File: config.mk
export PLATFORM = sky130hd
export DESIGN_NAME = id_stage
export DESIGN_NICKNAME = d
export VERILOG_FILES = /design/src/rtl/id_stage.sv
export SDC_FILE = /design/constraint.sdc
export NUM_CORES = 1
export LEC_CHECK = 0
export ABC_AREA = 1
export CAP_MARGIN = 10
export CELL_PAD_IN_SITES_DETAIL_PLACEMENT = 1
export CELL_PAD_IN_SITES_GLOBAL_PLACEMENT = 2
export CORE_UTILIZATION = 14
export CTS_CLUSTER_SIZE = 14
export DETAILED_ROUTE_END_ITERATION = 8
export PLACE_DENSITY = 0.88
export SKIP_CTS_REPAIR_TIMING = 1
export SLEW_MARGIN = 20
export SYNTH_ARGS = -nofsm -noshare
export SYNTH_HDL_FRONTEND = slang
export SYNTH_SLANG_ARGS = --single-unit
File: constraint.sdc
create_clock -name clk -period 1.4 [get_ports clk]
set_input_delay 0.21 -clock clk [delete_from_list [all_inputs] [get_ports clk]]
set_output_delay 0.21 -clock clk [all_outputs]
set_load 0.02 [all_outputs]
File: src/rtl/id_stage.sv
`default_nettype none
// +-----------------------------------------------------------------------------+
// | id_stage : MIPS decode stage - IF/ID register, control decode, ID redirect. |
// | Rev 1.0  : initial release                                                  |
// +-----------------------------------------------------------------------------+
module id_stage #(
  parameter logic [31:0] RESET_PC = 32'h0000_3000
) (
  input  logic        clk,
  input  logic        reset,
  input  logic [31:0] i_if_pc,
  input  logic [31:0] i_if_instr,
  input  logic        i_stall,
  input  logic [31:0] i_rs_val,
  input  logic [31:0] i_rt_val,
  output logic [31:0] o_id_pc,
  output logic [31:0] o_id_instr,
  output logic [4:0]  o_rs_addr,
  output logic [4:0]  o_rt_addr,
  output logic        o_is_branch,
  output logic [31:0] o_branch_offset,
  output logic        o_is_jump,
  output logic [25:0] o_jump_index,
  output logic        o_is_jump_reg,
  output logic [31:0] o_jump_reg_addr,
  output logic        o_reg_write,
  output logic [4:0]  o_wa,
  output logic [2:0]  o_alu_op,
  output logic        o_alu_src,
  output logic        o_mem_write,
  output logic        o_mem_to_reg,
  output logic        o_link,
  output logic [31:0] o_ext_imm,
  output logic [31:0] o_link_pc
);

  localparam logic [5:0] c_OP_RTYPE = 6'b000000;
  localparam logic [5:0] c_OP_ORI   = 6'b001101;
  localparam logic [5:0] c_OP_LW    = 6'b100011;
  localparam logic [5:0] c_OP_SW    = 6'b101011;
  localparam logic [5:0] c_OP_BEQ   = 6'b000100;
  localparam logic [5:0] c_OP_LUI   = 6'b001111;
  localparam logic [5:0] c_OP_JAL   = 6'b000011;
  localparam logic [5:0] c_OP_J     = 6'b000010;
  localparam logic [5:0] c_FN_ADDU  = 6'b100001;
  localparam logic [5:0] c_FN_SUBU  = 6'b100011;
  localparam logic [5:0] c_FN_JR    = 6'b001000;

  logic [31:0] r_pc;
  logic [31:0] r_instr;

  always_ff @(posedge clk) begin
    if (reset) begin
      r_pc    <= RESET_PC;
      r_instr <= '0;
    end else if (!i_stall) begin
      r_pc    <= i_if_pc;
      r_instr <= i_if_instr;
    end
  end

  logic [5:0]  w_op;
  logic [5:0]  w_funct;
  logic [4:0]  w_rt;
  logic [4:0]  w_rd;
  logic [15:0] w_imm;
  logic [31:0] w_sext;

  assign w_op    = r_instr[31:26];
  assign w_funct = r_instr[5:0];
  assign w_rt    = r_instr[20:16];
  assign w_rd    = r_instr[15:11];
  assign w_imm   = r_instr[15:0];
  assign w_sext  = {{16{w_imm[15]}}, w_imm};

  logic        w_beq;
  logic        w_jump;
  logic        w_jreg;
  logic        w_rw;
  logic [4:0]  w_wa;
  logic [2:0]  w_alu_op;
  logic        w_alu_src;
  logic        w_mw;
  logic        w_m2r;
  logic        w_link;
  logic [31:0] w_ext_imm;

  always_comb begin
    w_beq     = 1'b0;
    w_jump    = 1'b0;
    w_jreg    = 1'b0;
    w_rw      = 1'b0;
    w_wa      = 5'd0;
    w_alu_op  = 3'd0;
    w_alu_src = 1'b0;
    w_mw      = 1'b0;
    w_m2r     = 1'b0;
    w_link    = 1'b0;
    w_ext_imm = 32'd0;
    case (w_op)
      c_OP_RTYPE: begin
        case (w_funct)
          c_FN_ADDU: begin w_rw = 1'b1; w_wa = w_rd; w_alu_op = 3'd0; end
          c_FN_SUBU: begin w_rw = 1'b1; w_wa = w_rd; w_alu_op = 3'd1; end
          c_FN_JR:   w_jreg = 1'b1;
          default:   ;
        endcase
      end
      c_OP_ORI: begin
        w_rw = 1'b1; w_wa = w_rt; w_alu_op = 3'd2; w_alu_src = 1'b1;
        w_ext_imm = {16'd0, w_imm};
      end
      c_OP_LW: begin
        w_rw = 1'b1; w_wa = w_rt; w_alu_src = 1'b1; w_m2r = 1'b1;
        w_ext_imm = w_sext;
      end
      c_OP_SW: begin
        w_mw = 1'b1; w_alu_src = 1'b1; w_ext_imm = w_sext;
      end
      c_OP_LUI: begin
        w_rw = 1'b1; w_wa = w_rt; w_alu_op = 3'd3; w_alu_src = 1'b1;
        w_ext_imm = {w_imm, 16'd0};
      end
      c_OP_JAL: begin
        w_rw = 1'b1; w_wa = 5'd31; w_link = 1'b1; w_jump = 1'b1;
      end
      c_OP_J:   w_jump = 1'b1;
      c_OP_BEQ: w_beq  = 1'b1;
      default:  ;
    endcase
  end

  // A stalled cycle sends a bubble to ID/EX and must not redirect fetch.
  assign o_is_branch     = w_beq && (i_rs_val == i_rt_val) && !i_stall;
  assign o_is_jump       = w_jump && !i_stall;
  assign o_is_jump_reg   = w_jreg && !i_stall;
  assign o_reg_write     = w_rw && (w_wa != 5'd0) && !i_stall;
  assign o_mem_write     = w_mw && !i_stall;
  assign o_mem_to_reg    = w_m2r && !i_stall;
  assign o_link          = w_link && !i_stall;

  assign o_wa            = w_wa;
  assign o_alu_op        = w_alu_op;
  assign o_alu_src       = w_alu_src;
  assign o_ext_imm       = w_ext_imm;
  assign o_branch_offset = w_sext;
  assign o_jump_index    = r_instr[25:0];
  assign o_jump_reg_addr = i_rs_val;
  assign o_rs_addr       = r_instr[25:21];
  assign o_rt_addr       = w_rt;
  assign o_id_pc         = r_pc;
  assign o_id_instr      = r_instr;
  assign o_link_pc       = r_pc + 32'd8;

endmodule
`default_nettype wire
==> results.toml, run 1 <==
[outcome]
status = "finished, violations left"
failed_checks = "negative setup slack"

[power_and_ir_drop]
comb_power_share = 0.398
cellLeakagePower_nw = 6.57
vdd.ir_drop.worst_mv = 0.494
share_of_power_burned_in_registers = 0.298
power_density_mw_per_mm2 = 630
power.share.switching = 0.352
power_frac_clock = 0.304
power.net_switching_w = 0.00248
internal_power_w = 0.00457

[worst_setup_path]
worst-endpoint-required_ps = 1190
cell_occurring_most_often_along_the_worst_timing_path = "nand2_4"
worstRegToRegCells = 4
cp_top_family = "simple AND/OR/NAND/NOR gates"
cp_num_cells = 8
endpoint_kind = "primary output"
worstPathCellList = "ha_4 > nand2_4 > nor3_4 > and3_4 > nand2_4 > nor2_4 > xor2_4 > buf_6"
crit_path_max_incr_delay_ps = 370
worst-setup-path-type = "register to primary output"
cp_num_buf_inv = 1
slowest_stage = "dfxtp_4"
critPathMaxFanout = 3
startpoint_type = "register"
crit_arrival_ps = 1910

[clock_tree]
ctsRootBufferMaster = "clkbuf_16"
cts_num_sinks = 64
clk_transition_reported_paths_ps = 60
htree_levels = 3
cts_max_path_buffers = 2
cts_tree = "built"
cts_inserted_buffers = 9
clock_latency_ps = 330

[synthesis]
postSynthRegisterBits = 64
mappedNetlistNets = 793
syn_inst = 661
number_of_library_cell_types_mapped_by_synthesis = 34
yosysWarnings = 0
syn-mean-instance-area_um2 = 6.83
synth_seq_area_share = 0.284
synth_ff_type = "dfxtp_1"
syn_area_mm2 = 0.00452
async_reset_ff_frac = 0
synth-edff-count = 0

[worst_hold_path]
worst_hold_path_type = "primary input to register"
hold_path_depth = 3

[flow_run]
max_cap_violations = 0

[floorplan]
core_mm2 = 0.0316
start_util = 0.143
io_pins = 375
row_count = 65
die_w_um = 182
chipHeight_um = 182
floorplan_die_area_mm2 = 0.0330

[grt]
grt_max_degree = 48
grt_pass1_wl_um = 36400
grtUsageTotal = 0.144
antenna_found_initial = 1
grt.overflow.total = 0
grt_pass1_vias = 6269

[sta]
post-route-worst-setup-slack_ps = -721
finalHoldViolCount = 0
grt_setup_unrepaired = "yes"
highest_clock_rate_mhz = 472
finalSetupViolations = 74
finalClockSkew_ps = 0
timing.final.crit_share = 1.51
final-max-slew-violation-count = 0
fin_crit_ps = 2120
hold-worst-slack_ps = 465

[layout]
drive_gt1_frac = 0.451
most_common_library_cell_in_the_layout_ignoring_fill_and_taps = "buf_4"
finalNetCount = 1225
areaGrowthSynthToFinish_pct = 148
finish.instance_area_mm2 = 0.0112
regArea_mm2 = 0.00140
num-fill-cells = 3591
final_cell_mix = "buf_4, dlymetal6s2s_1, clkdlybuf4s50_1, buf_6, nor2_1"
multi_input_comb_area_mm2 = 0.00318
antenna_fix_cells = 0

[detailed_routing]
num_vias = 6031
drt_first_iter_violations = 119
antenna_violating_nets_post_route = 0
post_drt_via_cell_ratio = 4.02
remaining_drc_errors = 0
wl_per_cell_um = 17.9
drt-total-wl_um = 26800
drt_first_pass_iters = 4

[placement]
finalWeightedCongestion = 0.853
dpl_worst_slack_ps = -909
post-dp-hpwl_um = 20300
place.port_buffers = 373
placement.cell_area_mm2 = 0.00961
## layer usage
metal,track usage,part of all wire,wire (µm),vias up
li1,-,-,-,2892
met1,0.166,0.40,10600,2883
met2,0.275,0.54,14500,231
met3,0.0251,0.049,1310,25
met4,0.0285,0.013,361,0
met5,0,0,0,-
## per-stage QoR
| stage | total power (W) | utilization | setup TNS [ps] | std cells |
|---|---|---|---|---|
| finish | 0.00705 | 0.354 | -35050 | 1500 |
| global route | 0.00742 | 0.354 | -41610 | 1500 |
| CTS | 0.00709 | 0.312 | -111120 | 1480 |
| detailed placement | 0.00486 | 0.304 | -56090 | 1464 |
| global placement | 0.00481 | 0.304 | -51710 | 1464 |
| floorplan | 0.00339 | - | -2890 | 661 |
## path summary, 6_finish.rpt
| check | from | endpoint | slack, ps |
|---|---|---|---|
| worst max-delay path | o_id_pc[4] | o_link_pc[23] | -720 |
| worst min register to register | o_id_pc[0] | o_id_pc[0] | 520 |
| worst min-delay path | i_if_pc[12] | o_id_pc[12] | 460 |
| worst max register to register | o_id_instr[3] | o_id_instr[3] | 410 |
## flip-flops by register name (all words and copies together), names as in the netlist
| signal | flops |
|---|---|
| o_id_pc | 32 |
| o_id_instr | 32 |
## power by group through the flow
stage | clock network (W) | registers, W | logic [W]
6_report | 0.00214 | 0.00210 | 0.00281
4_1_cts | 0.00226 | 0.00208 | 0.00275
3_5_place_dp | 0 | 0.00212 | 0.00273
5_1_grt | 0.00233 | 0.00212 | 0.00297
3_3_place_gp | 0 | 0.00212 | 0.00269
2_1_floorplan | 0 | 0.00230 | 0.00109
## synthesized netlist by cell type (2+ instances only)
cell	n	area, µm²
xnor2_1	13	114
xor2_1	34	298
nor2_2	2	12.5
a21oi_1	32	160
nor4_1	6	37.5
a22o_1	2	17.5
o22ai_1	4	25.0
nor3_1	17	85.1
buf_1	2	7.51
nor2_1	114	428
o21ai_0	81	405
buf_2	2	10.0
nand2_2	3	18.8
nand2_1	52	195
o211ai_1	2	15.0
clkinv_1	2	7.51
inv_1	60	225
dfxtp_1	64	1280
buf_4	104	781
clkbuf_1	19	71.3
nand3_1	20	100
nand4_1	13	81.3
nor3_4	2	32.5
## final cells by class
cell class,instances,share of cell area
timing repair buffer,548,0.499
tap,402,0.0450
clock inverter,6,0.00313
multi-input combinational,408,0.285
clock buffer,10,0.0214
sequential,64,0.125
inverter,62,0.0213
## cell families (layout without fill, tap and decap cells)
logic type,Yosys count,count (layout),share of synthesized area
buffers and inverters,189,626,0.244
xor gates and xnor gates,47,47,0.0912
adders and majority gates,1,1,0.00277
DFF,64,64,0.284
AOI/OAI and AO/OA,123,123,0.141
and+or+nand+nor,236,236,0.236
other,1,1,0.000830
## worst register-to-register path, delay by kind of cell, from the launching register on
| family | cells | cell delay, ps |
|---|---|---|
| buffers and inverters | 3 | 450 |
| DFF | 1 | 350 |
| AOI/OAI and AO/OA | 1 | 60 |
Power figures use the tool's default switching activity.
==> run 2: changes to the inputs <==
- ABC_AREA: 1 -> unset
- CORE_UTILIZATION: 14 -> 15
- SLEW_MARGIN: 20 -> 40
==> run 2 against run 1 <==
The run still ends with negative setup slack left. Critical path depth fell by 1. Die area fell by 7.1%. Largest cell class unchanged. Critical endpoint is now o_reg_write. Clock power rose by 2%. Cell area fell by 8.0%. Sequential share of layout area rose by 0.69 points.
==> results.toml, run 2 <==
[outcome]
status = "finished, violations left"
failed_checks = "negative setup slack"

[layout]
instances_no_fill = 1297
most_common_library_cell_in_the_layout_ignoring_fill_and_taps = "dlymetal6s2s_1"
num-fill-cells = 3204
final_cell_mix = "dlymetal6s2s_1, buf_4, clkdlybuf4s50_1, nor2_1, mux2i_1"
areaGrowthSynthToFinish_pct = 129
drive_gt1_frac = 0.419
finalNetCount = 1040
antenna_fix_cells = 0
finish.utilization = 0.354

[clock_tree]
cts_num_sinks = 64
clk_transition_reported_paths_ps = 60
clock_latency_ps = 340
cts_tree = "built"
cts_max_path_buffers = 2
ctsRootBufferMaster = "clkbuf_16"
cts_inserted_buffers = 9
htree_levels = 3

[synthesis]
synthTopCellsByArea = "dfxtp_1, buf_4, mux2i_1"
synth_ff_type = "dfxtp_1"
syn-mean-instance-area_um2 = 8.63
synth.top_cell.area_share = 0.285
mappedNetlistNets = 652
synth_top_cell_by_area = "dfxtp_1"
synth_top_family_by_area = "simple AND/OR/NAND/NOR gates"
yosys-top-cells-count = "buf_4, nor2_1, dfxtp_1"
synth_simple_gate_area_frac = 0.205
postSynthRegisterBits = 64
syn_area_mm2 = 0.00449
synth-edff-count = 0
yosys-mux-area-fraction = 0.138
async_reset_ff_frac = 0
synth_adder_area_share = 0.00279
synth_compound_gate_area_share = 0.0560
yosysWarnings = 0
syn_inst = 520
synth_seq_area_share = 0.285
share_of_the_synthesized_netlist_area_taken_by_xor_and_xnor_gates = 0.115
number_of_library_cell_types_mapped_by_synthesis = 43
most_used_standard_cell_by_instance_count_after_synthesis = "buf_4"

[power_and_ir_drop]
post-layout-total-power_w = 0.00660
power_density_mw_per_mm2 = 641
vdd.ir_drop.worst_mv = 0.388
cellLeakagePower_nw = 6.61

[floorplan]
start_util = 0.154
row_count = 62
floorplan_die_area_mm2 = 0.0306
io_pins = 375
core_mm2 = 0.0291
die_w_um = 175
chipHeight_um = 175

[worst_setup_path]
slowest_stage = "dfxtp_4"
startpoint_type = "register"
worstPathCellList = "buf_4 > buf_6 > nor4_4 > nand3_1 > nor2_1 > o31a_1 > clkbuf_2"
regToRegEndpoint = "o_id_pc[4]"
critical_path.endpoint = "o_reg_write"
worst-endpoint-required_ps = 1190
worstRegToRegCells = 4
crit_arrival_ps = 2050
r2r_start = "o_id_pc[4]"
r2r_slack_ps = 500
worst-setup-path-type = "register to primary output"
crit_path_max_incr_delay_ps = 390
critPathMaxFanout = 4
endpoint_kind = "primary output"
cp_top_family = "simple AND/OR/NAND/NOR gates"
cp-startpoint = "o_id_instr[31]"
cp_num_cells = 7
cp_num_buf_inv = 3

[sta]
post-route-worst-setup-slack_ps = -857
finalHoldViolCount = 0
finalSetupViolations = 74
timing_worst_slew_pin_value_ps = 571
highest_clock_rate_mhz = 443
final-max-slew-violation-count = 0
worst_slew_margin_relative_to_its_limit = 0.619
grt_setup_unrepaired = "yes"
timing.final.crit_share = 1.61
finalClockSkew_ps = 0
fin_crit_ps = 2260

[detailed_routing]
drt_first_pass_iters = 4
num_vias = 5078
post_drt_via_cell_ratio = 3.92
wl_per_cell_um = 16.9
drt-total-wl_um = 22000
antenna_violating_nets_post_route = 0
drt_first_iter_violations = 107
remaining_drc_errors = 0

[grt]
grtUsageTotal = 0.134
grt_pass1_wl_um = 31300
grt_pass1_vias = 5325
grt_max_degree = 51
grt.overflow.total = 0
antenna_found_initial = 0

[placement]
finalWeightedCongestion = 0.787
place.port_buffers = 373
dp.cells = 1260
post-dp-hpwl_um = 17400
dpl_worst_slack_ps = -1320

[worst_hold_path]
worst_hold_path_type = "primary input to register"
hold_path_depth = 2

[flow_run]
max_cap_violations = 0
-- run 2: area by class of cell --
class                   count  area (µm²)  area share
inverters                   2        7.51    0.000729
clock inverters             3        17.5     0.00170
well taps                 384         480      0.0467
flip-flops and latches     64        1360       0.132
repair buffers            503        5060       0.492
multi-input cells         328        3100       0.302
clock buffers              13         260      0.0253
-- run 2: cells by family after synthesis --
logic type	after synthesis
XOR/XNOR	59
AND/OR/NAND/NOR	173
adder cells (fa/ha/maj)	1
AO/OA/AOI/OAI	32
flip-flops	64
multiplexers	62
other	1
buffers and inverters	128
-- run 2: per-stage QoR --
step | instance area (µm²) | setup TNS [ps] | hold slack (ps)
floorplan | 5190 | -10050 | 353
global placement | 9350 | -80870 | 506
detailed placement | 9360 | -72910 | 528
CTS | 9630 | -126330 | 296
global route | 10300 | -52670 | 304
finish | 10300 | -46320 | 303
-- run 2: how the worst min path moves through the flow --
stage                   from             to
3_3_place_gp      o_id_pc[2]     o_id_pc[2]
2_1_floorplan  i_if_instr[0]  o_id_instr[0]
3_5_place_dp      o_id_pc[1]     o_id_pc[1]
4_1_cts                reset    o_id_pc[10]
6_report               reset    o_id_pc[19]
5_1_grt                reset    o_id_pc[19]
-- run 2: worst reg2reg max path, stage by stage (launching register included) --
cell and delay, ps:
dfxtp_4 360, buf_6 120, buf_4 130, mux2i_1 120
nor2_1 60
-- run 2: routing by layer --
| metal | vias to the layer above | part of all wire | track usage |
|---|---|---|---|
| li1 | 2431 | - | - |
| met5 | - | 0 | 0 |
| met4 | 0 | 0.011 | 0.0341 |
| met3 | 19 | 0.070 | 0.0409 |
| met2 | 221 | 0.55 | 0.258 |
| met1 | 2407 | 0.37 | 0.140 |
-- run 2: where the power goes --
part,switching [W],total (W),internal [W]
registers,0.000115,0.00205,0.00193
clock network,0.000890,0.00218,0.00129
logic,0.00112,0.00237,0.00125
==> run 3: changes to the inputs <==
- GPL_ROUTABILITY_DRIVEN: unset -> 0
==> results of run 3 <==
The final DEF is identical to that of run 2; final timing and power are the same.
